===== config.mk =====
export PLATFORM = sky130hd
export DESIGN_NAME = idma_obi_write_issuer
export DESIGN_NICKNAME = d
export VERILOG_FILES = /design/src/rtl/idma_obi_write_issuer.sv
export SDC_FILE = /design/constraint.sdc
export NUM_CORES = 1
export LEC_CHECK = 0
export CORE_MARGIN = 3
export CORE_UTILIZATION = 40
export DETAILED_ROUTE_END_ITERATION = 10
export PLACE_DENSITY_LB_ADDON = 0.15
export SYNTH_ARGS = -nofsm -noshare
export SYNTH_HDL_FRONTEND = slang
export SYNTH_SLANG_ARGS = --single-unit

===== constraint.sdc =====
create_clock -name clk_i -period 2.9 [get_ports clk_i]
set_clock_uncertainty 0.05 [all_clocks]
set_input_delay 0.58 -clock clk_i [delete_from_list [all_inputs] [get_ports clk_i]]
set_output_delay 0.58 -clock clk_i [all_outputs]
set_load 0.02 [all_outputs]

===== src/rtl/idma_obi_write_issuer.sv =====
// rtl/idma_obi_write_issuer.sv - OBI write-request issuer for legalized iDMA write bursts
// Optional feature macro: IDMA_OBI_WRITE_ERR_EN (sticky error reported with done_valid_o).
module idma_obi_write_issuer #(
    parameter int unsigned DataWidth      = 32,
    parameter int unsigned AddrWidth      = 32,
    parameter int unsigned MaxOutstanding = 2,
    localparam int unsigned StrbWidth     = DataWidth / 8,
    localparam int unsigned OffsetWidth   = $clog2(StrbWidth)
) (
    input  logic                   clk_i,
    input  logic                   rst_ni,
    input  logic                   w_valid_i,
    output logic                   w_ready_o,
    input  logic [AddrWidth-1:0]   w_addr_i,
    input  logic [OffsetWidth-1:0] w_offset_i,
    input  logic [OffsetWidth-1:0] w_tailer_i,
    input  logic                   w_last_i,
    input  logic [DataWidth-1:0]   buf_data_i,
    input  logic                   buf_valid_i,
    output logic                   buf_ready_o,
    output logic                   obi_req_o,
    input  logic                   obi_gnt_i,
    output logic [AddrWidth-1:0]   obi_addr_o,
    output logic                   obi_we_o,
    output logic [StrbWidth-1:0]   obi_be_o,
    output logic [DataWidth-1:0]   obi_wdata_o,
    input  logic                   obi_rvalid_i,
    input  logic                   obi_err_i,
    output logic                   done_valid_o,
    output logic                   done_err_o,
    output logic                   busy_o
);

    localparam int unsigned CntWidth = $clog2(MaxOutstanding + 1);
    localparam int unsigned PtrWidth = (MaxOutstanding > 1) ? $clog2(MaxOutstanding) : 1;
    localparam logic [CntWidth-1:0] MaxCnt  = CntWidth'(MaxOutstanding);
    localparam logic [PtrWidth-1:0] LastPtr = PtrWidth'(MaxOutstanding - 1);

    typedef enum logic [1:0] {
        IDLE      = 2'd0,
        WAIT_DATA = 2'd1,
        REQ       = 2'd2
    } state_e;

    state_e                  state_q, state_d;
    logic [AddrWidth-1:0]    addr_q, addr_d;
    logic [StrbWidth-1:0]    be_q, be_d;
    logic                    last_q, last_d;
    logic [DataWidth-1:0]    data_q, data_d;
    logic [CntWidth-1:0]     cnt_q, cnt_d;
    logic [MaxOutstanding-1:0] fifo_q, fifo_d;
    logic [PtrWidth-1:0]     wr_ptr_q, wr_ptr_d;
    logic [PtrWidth-1:0]     rd_ptr_q, rd_ptr_d;
    logic                    done_valid_q, done_valid_d;
    logic [StrbWidth-1:0]    be_calc;
    logic                    push, pop;

    // Byte enables from the first valid byte and the exclusive end byte (0 = up to the word end).
    always_comb begin
        be_calc = '0;
        for (int unsigned i = 0; i < StrbWidth; i++) begin
            be_calc[i] = (OffsetWidth'(i) >= w_offset_i) &&
                         ((w_tailer_i == '0) || (OffsetWidth'(i) < w_tailer_i));
        end
    end

    // Request FSM: accept a write request, collect its data, then hold the OBI request until granted.
    always_comb begin
        state_d     = state_q;
        addr_d      = addr_q;
        be_d        = be_q;
        last_d      = last_q;
        data_d      = data_q;
        w_ready_o   = 1'b0;
        buf_ready_o = 1'b0;
        obi_req_o   = 1'b0;
        case (state_q)
            IDLE: begin
                // Reset gating keeps the handshakes quiet while rst_ni is held low.
                if (rst_ni && (cnt_q < MaxCnt)) begin
                    w_ready_o   = 1'b1;
                    buf_ready_o = w_valid_i;
                    if (w_valid_i) begin
                        addr_d  = w_addr_i;
                        be_d    = be_calc;
                        last_d  = w_last_i;
                        state_d = WAIT_DATA;
                        if (buf_valid_i) begin
                            data_d  = buf_data_i;
                            state_d = REQ;
                        end
                    end
                end
            end
            WAIT_DATA: begin
                buf_ready_o = 1'b1;
                if (buf_valid_i) begin
                    data_d  = buf_data_i;
                    state_d = REQ;
                end
            end
            REQ: begin
                obi_req_o = 1'b1;
                if (obi_gnt_i) begin
                    state_d = IDLE;
                end
            end
            default: state_d = IDLE;
        endcase
    end

    assign push = obi_req_o && obi_gnt_i;
    // A response with nothing outstanding has no matching request and is dropped.
    assign pop  = obi_rvalid_i && (cnt_q != '0);

    // Outstanding counter and in-order FIFO of last flags for granted writes.
    always_comb begin
        cnt_d    = cnt_q;
        fifo_d   = fifo_q;
        wr_ptr_d = wr_ptr_q;
        rd_ptr_d = rd_ptr_q;
        case ({push, pop})
            2'b10:   if (cnt_q != MaxCnt) cnt_d = cnt_q + 1'b1;
            2'b01:   cnt_d = cnt_q - 1'b1;
            default: cnt_d = cnt_q;
        endcase
        if (push) begin
            fifo_d[wr_ptr_q] = last_q;
            wr_ptr_d         = (wr_ptr_q == LastPtr) ? '0 : wr_ptr_q + 1'b1;
        end
        if (pop) begin
            rd_ptr_d = (rd_ptr_q == LastPtr) ? '0 : rd_ptr_q + 1'b1;
        end
        done_valid_d = pop && fifo_q[rd_ptr_q];
    end

    // State, request latches and response bookkeeping registers.
    always_ff @(posedge clk_i or negedge rst_ni) begin
        if (!rst_ni) begin
            state_q      <= IDLE;
            addr_q       <= '0;
            be_q         <= '0;
            last_q       <= 1'b0;
            data_q       <= '0;
            cnt_q        <= '0;
            fifo_q       <= '0;
            wr_ptr_q     <= '0;
            rd_ptr_q     <= '0;
            done_valid_q <= 1'b0;
        end else begin
            state_q      <= state_d;
            addr_q       <= addr_d;
            be_q         <= be_d;
            last_q       <= last_d;
            data_q       <= data_d;
            cnt_q        <= cnt_d;
            fifo_q       <= fifo_d;
            wr_ptr_q     <= wr_ptr_d;
            rd_ptr_q     <= rd_ptr_d;
            done_valid_q <= done_valid_d;
        end
    end

`ifdef IDMA_OBI_WRITE_ERR_EN
    logic err_q, err_d;
    logic done_err_q, done_err_d;
    logic err_acc;

    // Accumulate response errors over a transfer; report and clear them with its done pulse.
    always_comb begin
        err_d      = err_q;
        done_err_d = 1'b0;
        err_acc    = err_q | obi_err_i;
        if (pop) begin
            if (done_valid_d) begin
                done_err_d = err_acc;
                err_d      = 1'b0;
            end else begin
                err_d = err_acc;
            end
        end
    end

    // Sticky error and registered done error.
    always_ff @(posedge clk_i or negedge rst_ni) begin
        if (!rst_ni) begin
            err_q      <= 1'b0;
            done_err_q <= 1'b0;
        end else begin
            err_q      <= err_d;
            done_err_q <= done_err_d;
        end
    end

    assign done_err_o = done_err_q;
`else
    logic unused_err;
    assign unused_err = obi_err_i;
    assign done_err_o = 1'b0;
`endif

    assign obi_addr_o   = addr_q;
    assign obi_be_o     = be_q;
    assign obi_wdata_o  = data_q;
    assign obi_we_o     = 1'b1;
    assign done_valid_o = done_valid_q;
    assign busy_o       = (state_q != IDLE) || (cnt_q != '0);

    // A response while nothing is outstanding indicates a broken OBI slave.
    assert property (@(posedge clk_i) disable iff (!rst_ni) obi_rvalid_i |-> (cnt_q != '0));

endmodule


# --- Word-level counts from Yosys, hierarchy flattened ---
# Index checks and enable logic that the tools add are counted.
# Widths: inputs -> output; s select.
classes:
  n_div: 0
  n_addsub: 4
  reduce_logical: 24
  bitwise_logic: 0
  eq_ne: 10
  n_shift: 0
  mul: 0
  n_mux: 24
  order_cmp: 12
op_table:
  columns: ["cell", "n"]
  rows:
  - ["$mux 32", 3]
  - ["$pmux 32 s2", 1]
  - ["$mux 2", 6]
  - ["$ne 2x2->1 const B", 6]
  - ["$logic_and 1x1->1", 9]
  - ["$mux 1", 9]
  - ["$reduce_bool 2->1", 4]
  - ["$pmux 2 s3", 1]
  - ["$reduce_and 3->1", 2]
  - ["$logic_or 1x1->1", 5]
  - ["$eq 2x1->1 const B", 2]
  - ["$eq 2x2->1 const B", 2]
  - ["$ge 1x2->1 const A", 2]
  - ["$ge 2x2->1 const A", 2]
  - ["$logic_not 2->1", 2]
  - ["$lt 1x2->1 const A", 2]
  - ["$lt 1x2->1 const B", 2]
  - ["$lt 2x2->1 const A", 2]
  - ["$pmux 2 s2", 1]
  - ["$reduce_and 4->1", 1]
  - ["$add 1x1->1 const B", 2]
  - ["$add 2x1->2 const B", 1]
  - ["$bwmux 2", 1]
  - ["$lt 2x2->1 const B", 1]
  - ["other kinds (5)", 5]
word_totals:
  latchBits: 0
  n_memories: 0
  ramBits: 0
  reg_bits: 78
  mem_bits_ro: 0
  inputBits: 76
  wordCells: 84

# --- Logic depth before layout (Yosys ltp) ---
depth:
  word_depth: 6
  ltp_mapped: 5
  mapped_depth_nobuf: 4

# --- Worst setup path after synthesis ---
# OpenSTA, ideal clock, no wires.
synth_timing:
  path_kind: "input port to output port"
  start: "input rst_ni"
  end: "output buf_ready_o"
  path_slack_ns: 1.166
  cell_stages: 2
  path_buffers: 0
  required_time_ns: 2.270
  t_arrival_ns: 1.104
  cell_sequence: "and4bb_4 or2_2"
synth_via:
  elab_chain_len: 3
synth_lines:
  columns: ["element", "line_no", "rtl"]
  rows:
  - ["from (decl)", "11", "input logic rst_ni,"]
  - ["$logic_and 1x1->1", "80", "if (rst_ni && (cnt_q < MaxCnt)) begin"]
  - ["$mux 1", "80", null]
  - ["$pmux 1 s2", "77", "case (state_q)"]
  - ["to (decl)", "20", "output logic buf_ready_o,"]
# No other way between the ends.

# --- Worst setup path after layout ---
layout_timing:
  start: "input w_valid_i"
  end: "output buf_ready_o"
layout_via:
  elab_chain_len: 2
layout_lines:
  columns: ["element", "line_no", "rtl"]
  rows:
  - ["from (decl)", "12", "input logic w_valid_i,"]
  - ["$mux 1", "80", null]
  - ["$pmux 1 s2", "77", null]
# No other way between the ends.

==> metrics <==
synth top area cells sky130_fd_sc_hd__dfrtp_1 (60%), sky130_fd_sc_hd__mux2_4 (14%), sky130_fd_sc_hd__mux2_2 (12%), sky130_fd_sc_hd__buf_12 (1.8%), sky130_fd_sc_hd__mux2_1 (1.7%); top achievable clock speed ~380 MHz; leakage power roughly 2.1 nW; count of endpoints failing setup in the final report 0; Power, Total ~4.3 mW; final slew viol count 0; stage delay of the slowest cell on the critical path around 540 ps; type of the setup path with the least slack input pin to output port; crit path max fanout 2; Starting Density about two fifths; routed via count about 2,100; Psw around 1.3 mW; transition time of the tightest slew-check pin between 600 and 700 ps; depth of the most critical reg-to-reg path 4; dominant combinational cell family by area after synthesis multiplexers; simple-gate area share of the yosys netlist about 3.5%; Clock Latency Late Sink ~340 ps; number of placement rows 32; setup repair after global routing missed its margin false; average footprint of a synthesized cell 16.5 sq um; number of CTS-inserted buffers 9; DR vias/cell approximately 4.7; number of distinct library cells after synthesis 30; clock network power share between 20% and 30%; kind of launch point of the worst setup path input pin; Post-CTS Setup Inserts 0; residual DRC count 0; cell repeated most along the worst path sky130_fd_sc_hd__clkdlybuf4s50_1; vias in the first global route roughly 2,200; max_slew headroom 58.2%; power per cell area around 850 nW/um^2; die span in y around 96 um; cells along the critical path clkdlybuf4s50_1, and4bb_4, or2_2, clkdlybuf4s50_1; global-route wire length before repair 11,100 um; share of final-layout standard cells stronger than drive strength 1 around 26%; setup_tns 0 ps; area growth from synthesis to layout 53.4%; post-synthesis mux area share approximately 28%; Final HPWL DP approximately 5400 um; Clk Tree Root Cell sky130_fd_sc_hd__clkbuf_8; antenna violations before repair 0; source of the worst register-to-register timing path cnt_q[1]$_DFFE_PN0P_; max capacitance violation total 0; cell type contributing the most total cell area after synthesis sky130_fd_sc_hd__dfrtp_1; Post-DRT Antenna Nets 0; Die X 96.1 um; share of synthesized area occupied by flip-flops and latches between 60% and 70%; timing startpoint of the critical path w_valid_i; total of flip-flops plus latches after synthesis between 70 and 80; clock period minus final worst setup slack about 2700 ps; final net count 428; Gate power share 41.7%; routed length per instance ~16 um; cts hold-fix bufs 0; largest net degree at the start of global routing a little over 50; XOR/XNOR share of the synthesized area less than 1%; TritonCTS clock tree done; last weighted congestion value of the routability-driven placer 0.736; number of cells upsized or downsized after cts 0; maximum buffer depth of the clock tree 2; number of I/O port buffers between 100 and 150; worst supply voltage drop on vdd a little over 0.0004 V; detailed-route wire length between 7000 and 8000 um; share of synthesized cell area in full adder, half adder and majority cells less than 1%; final count of hold timing violations 0; number of H-tree branching levels 3; share of the synthesized area in the top cell type 60.0%; worst-case setup margin in the final layout 243 ps; total number of yosys warnings 0; overall fraction of global-route tracks in use roughly 16%; Clock transition at path regs 70 ps; number of detailed-route iterations in the first pass 4; Power Internal 2.93 mW; required arrival time at the worst endpoint around 2300 ps; Hold WS roughly 210 ps; Switching Fraction approximately 31%; critical path arrival between 2000 and 2500 ps; number of design-rule violations left by the first detailed-router iteration 40; Tightest Hold Check Type input pin to asynchronous set/reset pin; Post-Synthesis Cells slightly below 200; ratio of final minimum period to clock period about nine tenths; result of the run finished clean; sort of element at the end of the critical path output port; Boundary Pins 151; cell with the largest stage delay on the worst path sky130_fd_sc_hd__clkdlybuf4s50_1; remaining global-route overflow 0; ANT cells 0; worst setup slack after placement approximately 240 ps; compound-cell area share of the yosys netlist approximately 2.1%; synthesized cell area 3250 sq um; register share of total power between 30% and 40%; CTS sink cnt 78; placeable core region roughly 7800 sq um; Synth Net Count between 200 and 300; area of the die around 9200 sq um
## power groups by stage
stage,logic (mW),clock network [mW],registers [mW]
4_1_cts,1.80,0.882,1.63
3_3_place_gp,1.77,0,1.63
3_5_place_dp,1.79,0,1.65
5_1_grt,1.87,0.928,1.68
2_1_floorplan,0.529,0,2.03
6_report,1.77,0.849,1.63
## layout by cell type (no fill, tap or decap), types with 2 or more instances in the layout
cell type	instances
sky130_fd_sc_hd__clkbuf_1	2
sky130_fd_sc_hd__buf_12	2
sky130_fd_sc_hd__mux2_4	30
sky130_fd_sc_hd__o21ai_0	3
sky130_fd_sc_hd__clkdlybuf4s50_1	146
sky130_fd_sc_hd__ha_1	2
sky130_fd_sc_hd__bufinv_16	2
sky130_fd_sc_hd__nor2b_1	2
sky130_fd_sc_hd__xnor2_1	3
sky130_fd_sc_hd__buf_4	3
sky130_fd_sc_hd__nor2_1	5
sky130_fd_sc_hd__clkbuf_8	9
sky130_fd_sc_hd__mux2_1	5
sky130_fd_sc_hd__conb_1	2
sky130_fd_sc_hd__inv_1	4
sky130_fd_sc_hd__and3_2	2
sky130_fd_sc_hd__dfrtp_1	78
sky130_fd_sc_hd__nand2_1	2
sky130_fd_sc_hd__mux2_2	36
## flip-flops by register name (all words and copies together) (netlist names)
signal,flops
done_valid_o,1
obi_wdata_o,32
last_q,1
obi_addr_o,32
state_q,2
fifo_q,2
rd_ptr_q,1
obi_be_o,4
cnt_q,2
wr_ptr_q,1
## worst max-delay path, delay by kind of cell
kind,cells,cell delay (ps)
buffers and inverters,2,950
AND/OR/NAND/NOR,2,490
## stage by stage
stage / instance area, sq um / instances / util [%]
3_3_place_gp: 4780 / 441 / 61.3
6_report: 4990 / 456 / 63.9
2_1_floorplan: 3250 / 197 / -
4_1_cts: 4990 / 456 / 63.9
3_5_place_dp: 4780 / 441 / 61.3
5_1_grt: 4990 / 456 / 63.9
## per-layer routing
metal	share of wire, %	GRT usage, %	up-vias
met3	9.2	5.63	8
met2	48	24.7	87
met4	1.4	6.52	0
li1	-	-	984
met5	0	0	-
met1	42	20.5	1056
## final timing paths
kind                                                to  slack, ps
max                                        buf_ready_o        240
min                            obi_be_o[0]$_DFFE_PN0P_        210
max reg2reg                 obi_addr_o[21]$_DFFE_PN0P_       1150
min reg2reg                obi_wdata_o[26]$_DFFE_PN0P_        450
max in group asynchronous  obi_wdata_o[28]$_DFFE_PN0P_       1620
min in group clk_i         obi_wdata_o[26]$_DFFE_PN0P_        450
## cell type report
| type | count | area [sq um] |
|---|---|---|
| inverters | 4 | 15.0 |
| clock buffers | 11 | 131 |
| repair buffers | 151 | 1520 |
| flip-flops and latches | 78 | 1950 |
| well taps | 102 | 128 |
| multi-input cells | 106 | 1160 |
| fillers | 626 | 2820 |
| clock inverters | 4 | 72.6 |
## cell usage after synthesis (all sizes together)
| library cell | count |
|---|---|
| nor2 | 5 |
| and2 | 1 |
| ha | 2 |
| or2 | 1 |
| nand3b | 1 |
| a2bb2oi | 1 |
| o21ai | 4 |
| mux2i | 1 |
| nor2b | 2 |
| nand2 | 2 |
| conb | 2 |
| nand2b | 1 |
| and3 | 3 |
| mux2 | 71 |
| o311a | 1 |
| and4bb | 1 |
| buf | 9 |
| inv | 4 |
| nor3 | 1 |
| dfrtp | 78 |
| xnor2 | 3 |
| a31oi | 1 |
| a21oi | 1 |
| o21bai | 1 |
## logic make-up after synthesis
| kind of cell | after synthesis |
|---|---|
| AOI/OAI and AO/OA | 9 |
| xor gates and xnor gates | 3 |
| adders and majority gates | 2 |
| buffers and inverters | 13 |
| DFF | 78 |
| muxes | 72 |
| other | 2 |
| and+or+nand+nor | 18 |
(Power assumes the default switching activity.)
==> RTL change 1, RTL diff (config.mk and constraints unchanged) <==
The option `IDMA_OBI_WRITE_ERR_EN` is turned on by a define.
--- a/src/rtl/idma_obi_write_issuer.sv
+++ b/src/rtl/idma_obi_write_issuer.sv
@@ -1,4 +1,6 @@
 // rtl/idma_obi_write_issuer.sv - OBI write-request issuer for legalized iDMA write bursts
 // Optional feature macro: IDMA_OBI_WRITE_ERR_EN (sticky error reported with done_valid_o).
+`define IDMA_OBI_WRITE_ERR_EN
+
 module idma_obi_write_issuer #(
     parameter int unsigned DataWidth      = 32,
Formal check against the unedited RTL: not equivalent (a bounded check fails within 4 cycles, from zero or initial values and one cycle with rst_ni low).
==> RTL change 1 against the unedited design <==
Routed wire length shrank 2.5%. Cell count grew 1.5%. Global-route usage decreased by 0.38 points. Total power rose by 0.48%. Core utilization rose by 0.19 points. Sequential cell count is 2 higher. Final area grew 1.3%. Clock power is 0.8% lower. Register-to-register slack worse by 30 ps. Area after synthesis rose by 1.7%. Non-clock buffer count up 2. Setup slack got worse by 32 ps. Critical path type unchanged. Highest routed layer unchanged.
==> RTL change 1: results (changes against the unedited design) <==
Layout
  – Biggest Area Class: registers
  – Nets: 436 (+1.9%)
  – Area grow syn2layout: 52.8%
  – Non-clk buf share: 30.3% (-0.25 points)
  – Multi-input comb cells: 109 (+2.8%)
  – # fillers: 630 (+0.64%)
  – Share of cells above drive strength 1: 25.2% (-0.50 points)
  – Final cell count without fillers: 463 (+1.5%)
  – Sequential cell area share: 39.6% (+0.48 points)
  – FF+latch area: 2000 um^2 (+2.6%)
  – Signal buffers: 153 (+1.3%)
  – Clock-cell share: 3.96% (-0.13 points)
  – Inverters: 5 (+1)
  – Multi-input gate area: 1170 um^2 (+0.75%)

Synth
  – Syn Nets: 280 (+1.8%)
  – Post-synthesis mux area share: 27.9% (-0.47 points)
  – Yosys reg bits: 80 (+2.6%)
  – Sequential fraction of the synthesis area: 60.6% (+0.51 points)
  – Synth cell types: 32 (+6.7%)
  – Area contributors post-synth: dfrtp_1, mux2_2, mux2_4
  – Mean Syn Cell Area: 16.4 um^2 (-0.82%)
  – Fraction of the mapped netlist area in adder cells: 0.757% (-0.013 points)
  – Top cells by count, synth: dfrtp_1, mux2_2, mux2_4, nor2_1, inv_1
  – Post-synthesis compound-gate area fraction: 2.69% (+0.57 points)
  – Post-Synth XOR/XNOR Area: 0.795% (-0.013 points)

Route
  – Top Metal Used: met4
  – Routed length on met3: 431 um (-35%)
  – Met2 Routed Length: 3440 um (-0.75%)
  – Total Routed Length: 7090 um (-2.5%)
  – Vias per cell: 4.61 (-1.6%)
  – Metal-1 WL: 3150 um (+3.7%)
  – Number of DRC markers in iteration 0: 26 (-35%)

Setup path
  – Crit path largest cell delay: 610 ps (+70 ps)
  – Crit-path max FO: 3 (+1)
  – CP arrival: 2060 ps (+30 ps)
  – FF-to-FF setup slack: 1120 ps (-30 ps)
  – R2R Path End: obi_addr_o[25]$_DFFE_PN0P_
  – Cell family with most CP delay: buffers and inverters

Placement
  – Buffers on Ports: 149 (+1.4%)
  – Placed cell areas: 4850 um^2 (+1.5%)
  – Dpl cells: 449 (+1.8%)
  – Post-detail-place hpwl: 5240 um (-2.3%)
  – Setup WS pre-CTS: 215 ps (-27.5 ps)
  – Gpl congestion: 0.771 (+4.7%)

Global routing
  – GR met2 Demand/Resource: 25.3% (+0.59 points)
  – Largest net degree at the start of global routing: 81 (+59%)
  – Gr usage total: 15.7% (-0.38 points)
  – Met1 Resource Use GR: 20.1% (-0.44 points)
  – Vias in the first global route: 2342 (+6.5%)
  – Met3 usage: 4.11% (-1.5 points)
  – Global-route wire length before repair: 11800 um (+7.1%)

Power and ir drop
  – Peak supply drop: 0.000341 V (-15%)
  – Sw Share: 30.9% (-0.29 points)
  – Lkg Pwr: 2.24 nW (+4.4%)

Outcome
  – Status: complete, no violations

Timing
  – Period utilization: 92.7% (+1.1 points)
  – Hold_ws: 444 ps (+231 ps)
  – Slew @ Worst Pin: 981 ps (+353 ps)

Clock network
  – Post_cts resized: 0 (unchanged)

Hold path
  – Hold Crit Class: reg -> reg
==> RTL change 1: power groups by stage <==
stage	Clock, mW	Combinational, mW	Sequential, mW
floorplan	0	0.531	2.06
global placement	0	1.76	1.68
detailed placement	0	1.78	1.69
CTS	0.865	1.78	1.68
global route	0.909	1.86	1.72
finish	0.842	1.76	1.67
==> RTL change 1: worst min-delay path by stage <==
| stage | startpoint | to | cells after the start |
|---|---|---|---|
| after CTS | err_q$_DFFE_PN0P_ | done_err_o$_DFF_PN0_ | 1 |
| after global routing | obi_wdata_o[10]$_DFFE_PN0P_ | obi_wdata_o[10]$_DFFE_PN0P_ | 1 |
| final | err_q$_DFFE_PN0P_ | done_err_o$_DFF_PN0_ | 1 |
| after detailed placement | err_q$_DFFE_PN0P_ | done_err_o$_DFF_PN0_ | 1 |
| after floorplan | rst_ni | cnt_q[0]$_DFFE_PN0P_ | 0 |
| after global placement | err_q$_DFFE_PN0P_ | done_err_o$_DFF_PN0_ | 1 |
==> RTL change 2, RTL diff (same flow settings) <==
Without the edit above. Encoding of `state_e`: now one-hot (3 bits for 3 states).
--- a/src/rtl/idma_obi_write_issuer.sv
+++ b/src/rtl/idma_obi_write_issuer.sv
@@ -37,8 +37,8 @@
     localparam logic [PtrWidth-1:0] LastPtr = PtrWidth'(MaxOutstanding - 1);
 
-    typedef enum logic [1:0] {
-        IDLE      = 2'd0,
-        WAIT_DATA = 2'd1,
-        REQ       = 2'd2
+    typedef enum logic [2:0] {
+        IDLE      = 3'b001,
+        WAIT_DATA = 3'b010,
+        REQ       = 3'b100
     } state_e;
 
Behaviour: no difference found for any inputs over 4 cycles, from zero or initial values and one cycle with rst_ni low; so few cycles prove little.
==> RTL change 2 against the unedited design <==
Final area shrank 0.40%. Routed wire length is 4.9% lower. Global-route usage shrank 0.34 points. Worst hold slack improved by 230 ps. Area after synthesis decreased by 0.73%. Die area is 0.69% lower. Synthesized cell count up 5.6%. Setup slack better by 14 ps. Critical path depth up 1. Critical endpoint unchanged. Total power down 11%. Sequential cell count grew 1.
==> RTL change 2: results (changes against the unedited design) <==
Layout
  – Nets: 437 (+2.1%)
  – Antenna diodes: 0 (unchanged)
  – Share of cells above drive strength 1: 20.7% (-5.0 points)
  – # fillers: 622 (-0.64%)
  – Final cell count without fillers: 465 (+2.0%)

Clock network
  – Clock tree root driver cell: clkbuf_8
  – Post-CTS Setup Inserts: 0 (unchanged)
  – Clk Latency, worst-skew pair: 330 ps
  – Worst-path clk slew: 70 ps (about the same)
  – H-tree depth: 3 (unchanged)

Power and ir drop
  – Sw Share: 30.6% (-0.59 points)
  – Peak supply drop: 0.000438 V (+8.6%)
  – Lkg Pwr: 2.09 nW (-2.8%)

Synth
  – Syn Nets: 286 (+4.0%)
  – Synth cell types: 35 (+17%)
  – Ys Warns: 0 (unchanged)
  – Post-Synthesis Cells: 208 (+5.6%)
  – Area contributors post-synth: dfrtp_1, mux2_2, mux2_1
  – Top cells by count, synth: dfrtp_1, mux2_2, mux2_1, nor2_1
  – Ys async rst share: 100% (unchanged)
  – Sequential fraction of the synthesis area: 61.3% (+1.3 points)

Route
  – Mean routed wirelength per cell: 14.9 um (-6.7%)
  – Number of DRC markers in iteration 0: 30 (-25%)
  – Vias per cell: 4.65 (-0.70%)

Setup path
  – CP arrival: 2010 ps (-20 ps)
  – Crit-path max FO: 2 (unchanged)

Global routing
  – Global-route wire length before repair: 11000 um (-0.56%)
  – Initial antenna violation count: 0 (unchanged)
  – Largest net degree at the start of global routing: 80 (+57%)
  – Vias in the first global route: 2307 (+4.9%)
  – Gr usage total: 15.7% (-0.34 points)
  – Grt total ovfl: 0 (unchanged)

Placement
  – Post-detail-place hpwl: 5030 um (-6.1%)
  – Buffers on Ports: 147 (unchanged)
  – Gpl congestion: 0.742 (+0.75%)
  – Placed cell areas: 4770 um^2 (-0.34%)
  – Dpl cells: 450 (+2.0%)

Timing
  – Final Hold Fails: 0 (unchanged)
  – Slew @ Worst Pin: 985 ps (+357 ps)

Hold path
  – Hold Crit Class: reg -> reg

Outcome
  – Status: complete, no violations
==> RTL change 2: cell count changes in the layout (fill, tap and decap cells not counted), moves of 3 or more <==
cell,unedited run,this run
mux2_4,30,0
mux2_1,5,20
mux2_2,36,51
nor2_1,5,8
==> RTL change 2: area by class of cell <==
class	count	area [um^2]	share of cell area (%)
Clock buffer	12	155	3.12
Tap cell	102	128	2.57
Clock inverter	3	42.5	0.857
Sequential cell	79	1980	39.8
Inverter	5	18.8	0.378
Timing Repair Buffer	151	1530	30.7
Multi-Input combinational cell	113	1120	22.5
==> RTL change 2: what timing repair did <==
action	4_1_cts	5_1_grt
resized for setup	0	1
hold endpoints to repair	0	0
setup endpoints to repair	0	1
==> RTL change 2: cells by family (layout without fill, tap and decap cells) <==
kind of cell | count (synthesis) | after routing | share of synthesized area (%)
buf+inv | 16 | 171 | 4.27
flops | 79 | 79 | 61.3
fa+ha+maj | 2 | 2 | 0.775
mux | 73 | 73 | 25.4
other cells | 2 | 2 | 0.233
simple gates | 24 | 24 | 5.31
compound gates | 10 | 10 | 2.17
xor+xnor | 2 | 2 | 0.543
==> RTL change 2: critical path, stage by stage <==
cell and delay [ps]:
clkdlybuf4s50_1 480, inv_1 80, a2bb2oi_1 160, nor2_1 110, clkdlybuf4s50_1 610
==> RTL change 2: final timing paths <==
check | startpoint | slack (ps) | endpoint | cells after the start
min reg2reg | obi_addr_o[8]$_DFFE_PN0P_ | 440 | obi_addr_o[8]$_DFFE_PN0P_ | 1
min | obi_addr_o[8]$_DFFE_PN0P_ | 440 | obi_addr_o[8]$_DFFE_PN0P_ | 1
min in group asynchronous | rst_ni | 480 | obi_addr_o[19]$_DFFE_PN0P_ | 2
max in group asynchronous | rst_ni | 1690 | obi_addr_o[20]$_DFFE_PN0P_ | 2
max reg2reg | state_q[0]$_DFFE_PN1P_ | 1160 | obi_be_o[3]$_DFFE_PN0P_ | 4
max | w_valid_i | 260 | buf_ready_o | 5
==> RTL change 2: power groups by stage <==
stage	Clock (mW)	Sequential, mW	Combinational [mW]
after floorplan	0	1.90	0.327
after global placement	0	1.56	1.41
after detailed placement	0	1.57	1.43
after CTS	0.837	1.55	1.43
after global routing	0.893	1.59	1.49
final	0.812	1.55	1.41
==> RTL change 2: routing by layer <==
| metal | part of all wire (%) | global-route usage [%] | vias to the layer above | wire length (um) |
|---|---|---|---|---|
| met5 | 0 | 0 | - | 0 |
| met4 | 0.78 | 4.98 | 0 | 54 |
| met3 | 9.0 | 7.27 | 6 | 619 |
| met2 | 50 | 24.8 | 74 | 3430 |
| met1 | 41 | 19.1 | 1062 | 2810 |
| li1 | - | - | 1020 | - |
==> RTL change 2: stage by stage <==
stage,hold WS [ps],power [mW]
CTS,447,3.82
detailed placement,425,3.00
floorplan,234,2.23
global route,462,3.97
global placement,416,2.97
finish,441,3.76
